### config.mk
export PLATFORM = sky130hd
export DESIGN_NAME = muldiv_ctrl_flat
export DESIGN_NICKNAME = d
export VERILOG_FILES = /design/src/rtl/muldiv_pkg.sv /design/src/rtl/muldiv_if.sv /design/src/rtl/muldiv_div_core.sv /design/src/rtl/muldiv_ctrl.sv /design/src/flat_wrapper.sv
export SDC_FILE = /design/constraint.sdc
export NUM_CORES = 2
export LEC_CHECK = 0
export ABC_AREA = 0
export ABC_CLOCK_PERIOD_IN_PS = 17450
export BUFFER_PORTS_ARGS = -buffer_cell sky130_fd_sc_hd__buf_4
export CORE_MARGIN = 2
export CORE_UTILIZATION = 65
export CTS_CLUSTER_DIAMETER = 40
export DETAILED_ROUTE_END_ITERATION = 10
export PLACE_DENSITY = 0.83
export SLEW_MARGIN = 15
export SYNTH_ARGS = -nofsm -noshare
export SYNTH_HDL_FRONTEND = slang
export SYNTH_SLANG_ARGS = --single-unit
### constraint.sdc
create_clock -name clk -period 17.45 [get_ports clk]
set_input_delay 5.235 -clock clk [delete_from_list [all_inputs] [get_ports clk]]
set_output_delay 5.235 -clock clk [all_outputs]
set_load 0.1 [all_outputs]
### src/rtl/muldiv_pkg.sv
// Shared encodings for the HI/LO multiply/divide controller: opcodes, FSM states,
// iteration limit and divide-by-zero result constants.
package muldiv_pkg;

   typedef enum logic [2:0] {
      OP_NONE  = 3'd0,
      OP_MULT  = 3'd1,
      OP_MULTU = 3'd2,
      OP_DIV   = 3'd3,
      OP_DIVU  = 3'd4,
      OP_MTHI  = 3'd5,
      OP_MTLO  = 3'd6,
      OP_RSVD  = 3'd7
   } md_op_e;

   typedef enum logic [1:0] {
      ST_IDLE = 2'd0,
      ST_MUL  = 2'd1,
      ST_DIV  = 2'd2,
      ST_DONE = 2'd3
   } md_state_e;

   localparam logic [4:0]  MD_ITER_LAST = 5'd31;
   localparam logic [31:0] MD_DZ_LO     = 32'hFFFF_FFFF;

   function automatic logic is_mul_op(input md_op_e op);
      return (op == OP_MULT) || (op == OP_MULTU);
   endfunction

   function automatic logic is_arith(input md_op_e op);
      return (op == OP_MULT) || (op == OP_MULTU) || (op == OP_DIV) || (op == OP_DIVU);
   endfunction

endpackage

### src/rtl/muldiv_if.sv
// Execute-stage <-> HI/LO unit signal bundle; master is the pipeline side.
interface muldiv_if;
   logic        md_valid;
   logic [2:0]  md_op;
   logic [31:0] md_a;
   logic [31:0] md_b;
   logic        flush;
   logic        stall;
   logic [31:0] hi;
   logic [31:0] lo;
   logic        md_done;

   modport master (output md_valid, md_op, md_a, md_b, flush,
                   input  stall, hi, lo, md_done);
   modport slave  (input  md_valid, md_op, md_a, md_b, flush,
                   output stall, hi, lo, md_done);
endinterface

### src/rtl/muldiv_div_core.sv
// Combinational single step: restoring-division step, or a shift-add multiply
// step on the same remainder/quotient pair when mul_mode is set.
module div_core (
   input  logic        mul_mode,
   input  logic [31:0] rem_in,
   input  logic [31:0] quo_in,
   input  logic [31:0] dvsr,
   output logic [31:0] rem_out,
   output logic [31:0] quo_out
);
   logic [32:0] shifted;
   logic [32:0] diff;
   logic [32:0] acc;

   always_comb begin
      shifted = {rem_in, quo_in[31]};
      diff    = shifted - {1'b0, dvsr};
      acc     = {1'b0, rem_in} + (quo_in[0] ? {1'b0, dvsr} : 33'd0);
      rem_out = rem_in;
      quo_out = quo_in;
      if (mul_mode) begin
         // rem holds the upper product half, quo shifts the multiplier out
         {rem_out, quo_out} = {acc, quo_in[31:1]};
      end else if (!diff[32]) begin
         rem_out = diff[31:0];
         quo_out = {quo_in[30:0], 1'b1};
      end else begin
         rem_out = shifted[31:0];
         quo_out = {quo_in[30:0], 1'b0};
      end
   end
endmodule

### src/rtl/muldiv_ctrl.sv
// HI/LO unit controller: sequences multiply/divide, owns HI/LO, stalls the pipe.
// Optional build macro MULDIV_SEQ_MUL_EN selects a 32-step shift-add multiply.
//   state | meaning
//   IDLE  | waiting for work; MTHI/MTLO written here
//   MUL   | multiply in progress
//   DIV   | divide in progress (or one-cycle divide-by-zero)
//   DONE  | release cycle, md_done high
module muldiv_ctrl
   import muldiv_pkg::*;
(
   input  logic    clk,
   input  logic    reset,
   muldiv_if.slave md
);
   md_state_e   state;
   md_op_e      op;
   logic [4:0]  cnt;
   logic [31:0] rem, quo, dvsr, hi_q, lo_q;
   logic [31:0] rem_nxt, quo_nxt, a_mag, b_mag;
   logic        q_neg, r_neg, dz, md_done_q;
   logic        accept, sgn, a_neg, b_neg, mul_mode;
   logic [63:0] prod, prod_fix;

   assign op     = md_op_e'(md.md_op);
   assign accept = (state == ST_IDLE) && md.md_valid && is_arith(op);
   assign sgn    = (op == OP_MULT) || (op == OP_DIV);
   assign a_neg  = sgn && md.md_a[31];
   assign b_neg  = sgn && md.md_b[31];
   assign a_mag  = a_neg ? (32'd0 - md.md_a) : md.md_a;
   assign b_mag  = b_neg ? (32'd0 - md.md_b) : md.md_b;

   assign md.stall   = !reset && !md.flush &&
                       ((state == ST_MUL) || (state == ST_DIV) || accept);
   assign md.hi      = hi_q;
   assign md.lo      = lo_q;
   assign md.md_done = md_done_q;

`ifdef MULDIV_SEQ_MUL_EN
   assign mul_mode = (state == ST_MUL);
   assign prod     = {rem_nxt, quo_nxt};
`else
   assign mul_mode = 1'b0;
   assign prod     = {32'd0, quo} * {32'd0, dvsr};
`endif
   assign prod_fix = q_neg ? (64'd0 - prod) : prod;

   div_core u_core (
      .mul_mode (mul_mode),
      .rem_in   (rem),
      .quo_in   (quo),
      .dvsr     (dvsr),
      .rem_out  (rem_nxt),
      .quo_out  (quo_nxt)
   );

   always_ff @(posedge clk or posedge reset) begin
      if (reset) begin
         state     <= ST_IDLE;
         cnt       <= '0;
         rem       <= '0;
         quo       <= '0;
         dvsr      <= '0;
         q_neg     <= 1'b0;
         r_neg     <= 1'b0;
         dz        <= 1'b0;
         hi_q      <= '0;
         lo_q      <= '0;
         md_done_q <= 1'b0;
      end else begin
         md_done_q <= 1'b0;
         if (md.flush) begin
            state <= ST_IDLE;
         end else begin
            case (state)
               ST_IDLE: begin
                  if (accept) begin
                     cnt   <= '0;
                     quo   <= a_mag;
                     dvsr  <= b_mag;
                     q_neg <= a_neg ^ b_neg;
                     r_neg <= a_neg;
                     dz    <= !is_mul_op(op) && (md.md_b == 32'd0);
                     // divide-by-zero parks the raw dividend where HI will come from
                     rem   <= (!is_mul_op(op) && (md.md_b == 32'd0)) ? md.md_a : 32'd0;
                     state <= is_mul_op(op) ? ST_MUL : ST_DIV;
                  end else if (md.md_valid && (op == OP_MTHI)) begin
                     hi_q <= md.md_a;
                  end else if (md.md_valid && (op == OP_MTLO)) begin
                     lo_q <= md.md_a;
                  end
               end
               ST_MUL: begin
`ifdef MULDIV_SEQ_MUL_EN
                  rem <= rem_nxt;
                  quo <= quo_nxt;
                  cnt <= cnt + 5'd1;
                  if (cnt == MD_ITER_LAST) begin
                     {hi_q, lo_q} <= prod_fix;
                     md_done_q    <= 1'b1;
                     state        <= ST_DONE;
                  end
`else
                  {hi_q, lo_q} <= prod_fix;
                  md_done_q    <= 1'b1;
                  state        <= ST_DONE;
`endif
               end
               ST_DIV: begin
                  if (dz) begin
                     hi_q      <= rem;
                     lo_q      <= MD_DZ_LO;
                     md_done_q <= 1'b1;
                     state     <= ST_DONE;
                  end else begin
                     rem <= rem_nxt;
                     quo <= quo_nxt;
                     cnt <= cnt + 5'd1;
                     if (cnt == MD_ITER_LAST) begin
                        hi_q      <= r_neg ? (32'd0 - rem_nxt) : rem_nxt;
                        lo_q      <= q_neg ? (32'd0 - quo_nxt) : quo_nxt;
                        md_done_q <= 1'b1;
                        state     <= ST_DONE;
                     end
                  end
               end
               ST_DONE: state <= ST_IDLE;
               default: state <= ST_IDLE;
            endcase
         end
      end
   end
endmodule

### src/flat_wrapper.sv
// flat-port wrapper written by rule: the top's interface ports become plain ports
module muldiv_ctrl_flat import muldiv_pkg::*;
  (clk, reset, md_md_valid, md_md_op, md_md_a, md_md_b, md_flush, md_stall, md_hi, md_lo, md_md_done);
  muldiv_if md_i ();
  input  logic clk;
  input  logic reset;
  input wire logic [$bits(md_i.md_valid)-1:0] md_md_valid;
  input wire logic [$bits(md_i.md_op)-1:0] md_md_op;
  input wire logic [$bits(md_i.md_a)-1:0] md_md_a;
  input wire logic [$bits(md_i.md_b)-1:0] md_md_b;
  input wire logic [$bits(md_i.flush)-1:0] md_flush;
  output wire logic [$bits(md_i.stall)-1:0] md_stall;
  output wire logic [$bits(md_i.hi)-1:0] md_hi;
  output wire logic [$bits(md_i.lo)-1:0] md_lo;
  output wire logic [$bits(md_i.md_done)-1:0] md_md_done;
  assign md_i.md_valid = md_md_valid;
  assign md_i.md_op = md_md_op;
  assign md_i.md_a = md_md_a;
  assign md_i.md_b = md_md_b;
  assign md_i.flush = md_flush;
  assign md_stall = md_i.stall;
  assign md_hi = md_i.hi;
  assign md_lo = md_i.lo;
  assign md_md_done = md_i.md_done;
  muldiv_ctrl u_core (.clk(clk), .reset(reset), .md(md_i));
endmodule
==> results.txt <==
- Worst Setup SP: md_md_op[1]
- Buffer cell driving the clock tree root: clkbuf_16
- The detail route stage leaves a number of antenna-violating nets equal to 0.
- The worst setup path is captured at an output port.
- GP Congestion: ~1.0
- Global routing usage summed across all routing layers: 0.450
- Fraction of layout instances using a drive strength above 1: 0.0584
- Synthesized net count: 7199
- Gates resized during post-CTS repair numbered 0.
- For this block, the via count after detailed routing is 43900.
- The share of synthesized area in the top cell type comes to 0.363.
- Along the worst path, the maximum fanout reaches 8.
- Detailed-route vias per instance: 6.46
* Wire length per cell: 25.3 um
* Number of design rule violations left after detail routing: 0
- Floorplan row count: a little over 100
- Once the clock tree was built, the setup fixing pass inserted 0 buffers.
- The worst hold path terminates at u_core.md.lo[27].
- In this run the critical register-to-register path is captured at u_core.md.hi[31].
- Maximum number of buffers from clock root to sink: 2
- The area growth from synthesis to layout is 4.41%.
- Max Cap Viol: 0
- The clock period could shrink to 11850 ps.
- Detailed Place HPWL: 131 mm
* Worst hold path class: flip-flop to flip-flop
- The tightest hold path in the finished design has a slack of 492 ps.
- Final worst clock skew: ~43 ps
- The number of failing hold endpoints at the final stage came to 0.
- The first detailed-routing pass ran for 7 iterations.
- Pin placement for this block handled 137 I/O pins.
- The library cells used most frequently in the layout, excluding fill and tap cells, are inv_1, fa_1, nand2_1.
- The tree built by TritonCTS fans out to 171 sinks.
- The flow ran to the end, and the final reports show no timing, DRC or antenna violations.
- Setup crit start kind: primary input
- In this run the tightest slew margin relative to its limit is 0.0917.
* Inserted Clock Buffers: 17
- Register bit count reported by yosys: roughly 170
- Dominant synthesized flop cell: dfrtp_1
- Final Util: 0.682
- TritonCTS built the clock tree.
- Setup repair after global routing left no endpoint under its margin.
* Core area: ~76000 um^2
- The H-tree was split into 4 levels.
- Number of nets at the end of the flow: 7067
* Leading cell type in the layout, fill and taps excluded: inv_1
- The number of global-route vias before repair came to ~45000.
- Clock latency on the worst-skew pair: 530 ps
- Cell taking the most area after synthesis: fa_1
* Critical path class: primary input to output port
- During placement, the flow inserted port buffers numbering 136.
- Synthesis handed over a netlist of between 5000 and 6000 instances.
- Y dimension of the die: 280 um
- Antenna violations before repair: 8
* List of cells traversed by the critical path: buf_4 -> nor2_1 -> xnor2_1 -> nand3_1 -> a211oi_1 -> buf_4
* Number of pins exceeding their max-slew limit in the final report: 0
- Depth of the worst hold-timing path: 1
* Required time at the worst-slack endpoint: 12210 ps
* Wire length of the first global-routing pass: about 260 mm
* Synthesis warning total: 0
- Post-Syn Area per Cell: 8.35 um^2
- The initial utilization of the core area, before any placement, comes to 0.654.
- The share of the Yosys chip area taken by registers is 0.0865.
- In this run the horizontal extent of the chip is 280 um.
- Pin count of the biggest net entering global routing: roughly 120
* Startpoint of the tightest hold check path: u_core.md.lo[27]
* Setup slack of the worst register-to-register path: between 6000 and 7000 ps
- Remaining global-route overflow: 0
- After clock tree synthesis, the clock-pin slew on the worst setup and hold paths is around 80 ps.
* Max stage delay cell, worst path: a211oi_1
* Maximum achievable frequency: 84.4 MHz
* Synth Cell Area: 49500 um^2
* Total Negative Setup Slacks: 0 ps
- After the first detailed-routing iteration, the DRC count stood at 5501.
* Post-CTS Hold Fix Bufs: 0
- Worst stage delay on the critical path: 340 ps
- Of the available clock period, the critical path in the final layout requires 0.679.
- Path depth of the worst reg2reg path: 27
- Reg-to-reg startpoint: u_core.quo[16]
- After synthesis, the share of flip-flops with an asynchronous set or reset is 1.00.
- Wires add up to about 170 mm.
- The floorplan step defined a die boundary enclosing about 78000 um^2.
* Synth top area cells: fa_1, dfrtp_1, ha_1, inv_1, and2_1
- The most numerous cell type found on the critical path is buf_4.
- Leaving out filler cells and counting taps, the final layout contains just under 7000.
- Post-synth EDFFs: 0
- The number of placed instances, taps included, is 6750.
- Data arrival time of the critical path: 6610 ps
- Setup violations remaining at the end of the flow were counted as 0.
- Count of different cell masters after synthesis: 109
* Least-Margin Pin Slew: 1360 ps
-- critical path: cells and delay by family --
family | cells | cell delay (ps)
AO/OA/AOI/OAI | 1 | 340
XOR/XNOR | 1 | 140
buffers and inverters | 2 | 460
AND/OR/NAND/NOR | 2 | 440
-- synthesized netlist by cell type (all sizes together), types with 27 or more instances --
master  count
dfrtp     171
nand2     783
buf        51
a221oi     37
nor4       27
clkbuf    327
a21oi     281
and2      550
xor2       89
o31ai      72
o21ai     295
nor2      307
fa        897
and3       39
nand4      42
nor3       55
a31oi      48
nand3      53
inv       927
xnor2     159
a21o       40
ha        308
or3        31
-- registers in the layout (all words and copies together), names as in the netlist --
register           flops
u_core.cnt             5
u_core.dvsr           32
u_core.dz              1
u_core.md.hi          32
u_core.md.lo          32
u_core.md.md_done      1
u_core.q_neg           1
u_core.quo            32
u_core.r_neg           1
u_core.rem            32
u_core.state           2
-- metal layers --
| layer | vias to the layer above | global-route usage | wire length, um |
|---|---|---|---|
| li1 | 18500 | - | - |
| met1 | 21700 | 0.585 | 62000 |
| met2 | 2998 | 0.666 | 73000 |
| met3 | 699 | 0.136 | 23500 |
| met4 | 6 | 0.269 | 12800 |
| met5 | - | 0 | 64 |
-- cell families after synthesis --
family | share of synthesized area
adders and majority gates | 0.441
DFF | 0.0865
buffers and inverters | 0.100
AOI/OAI and AO/OA | 0.124
xor gates and xnor gates | 0.0439
muxes | 0.00604
and+or+nand+nor | 0.199
-- area by class of cell --
| cell class | instances | area [um^2] |
|---|---|---|
| repair buffers | 227 | 1700 |
| flip-flops and latches | 171 | 4280 |
| multi-input cells | 4445 | 40300 |
| fillers | 6024 | 24000 |
| clock inverters | 15 | 208 |
| inverters | 929 | 3490 |
| well taps | 978 | 1220 |
| clock buffers | 17 | 425 |
| diodes | 7 | 17.5 |
-- worst max path at each step --
stage / to / cells past startpoint / slack [ps]
floorplan: md_stall / 4 / 4220
global placement: md_stall / 6 / 5530
detailed placement: md_stall / 6 / 5590
CTS: md_stall / 6 / 5590
global route: md_stall / 6 / 5500
finish: md_stall / 6 / 5600
-- stage by stage --
step                      instance area (um^2)  setup slack (ps)
after floorplan                          49500              4220
after global placement                   51000              5530
after detailed placement                 51000              5590
after CTS                                51600              5590
after global routing                     51600              5500
final                                    51700              5600
Power is not shown: default switching activity piles up to over one toggle a cycle in this logic, so the estimate is an artifact.
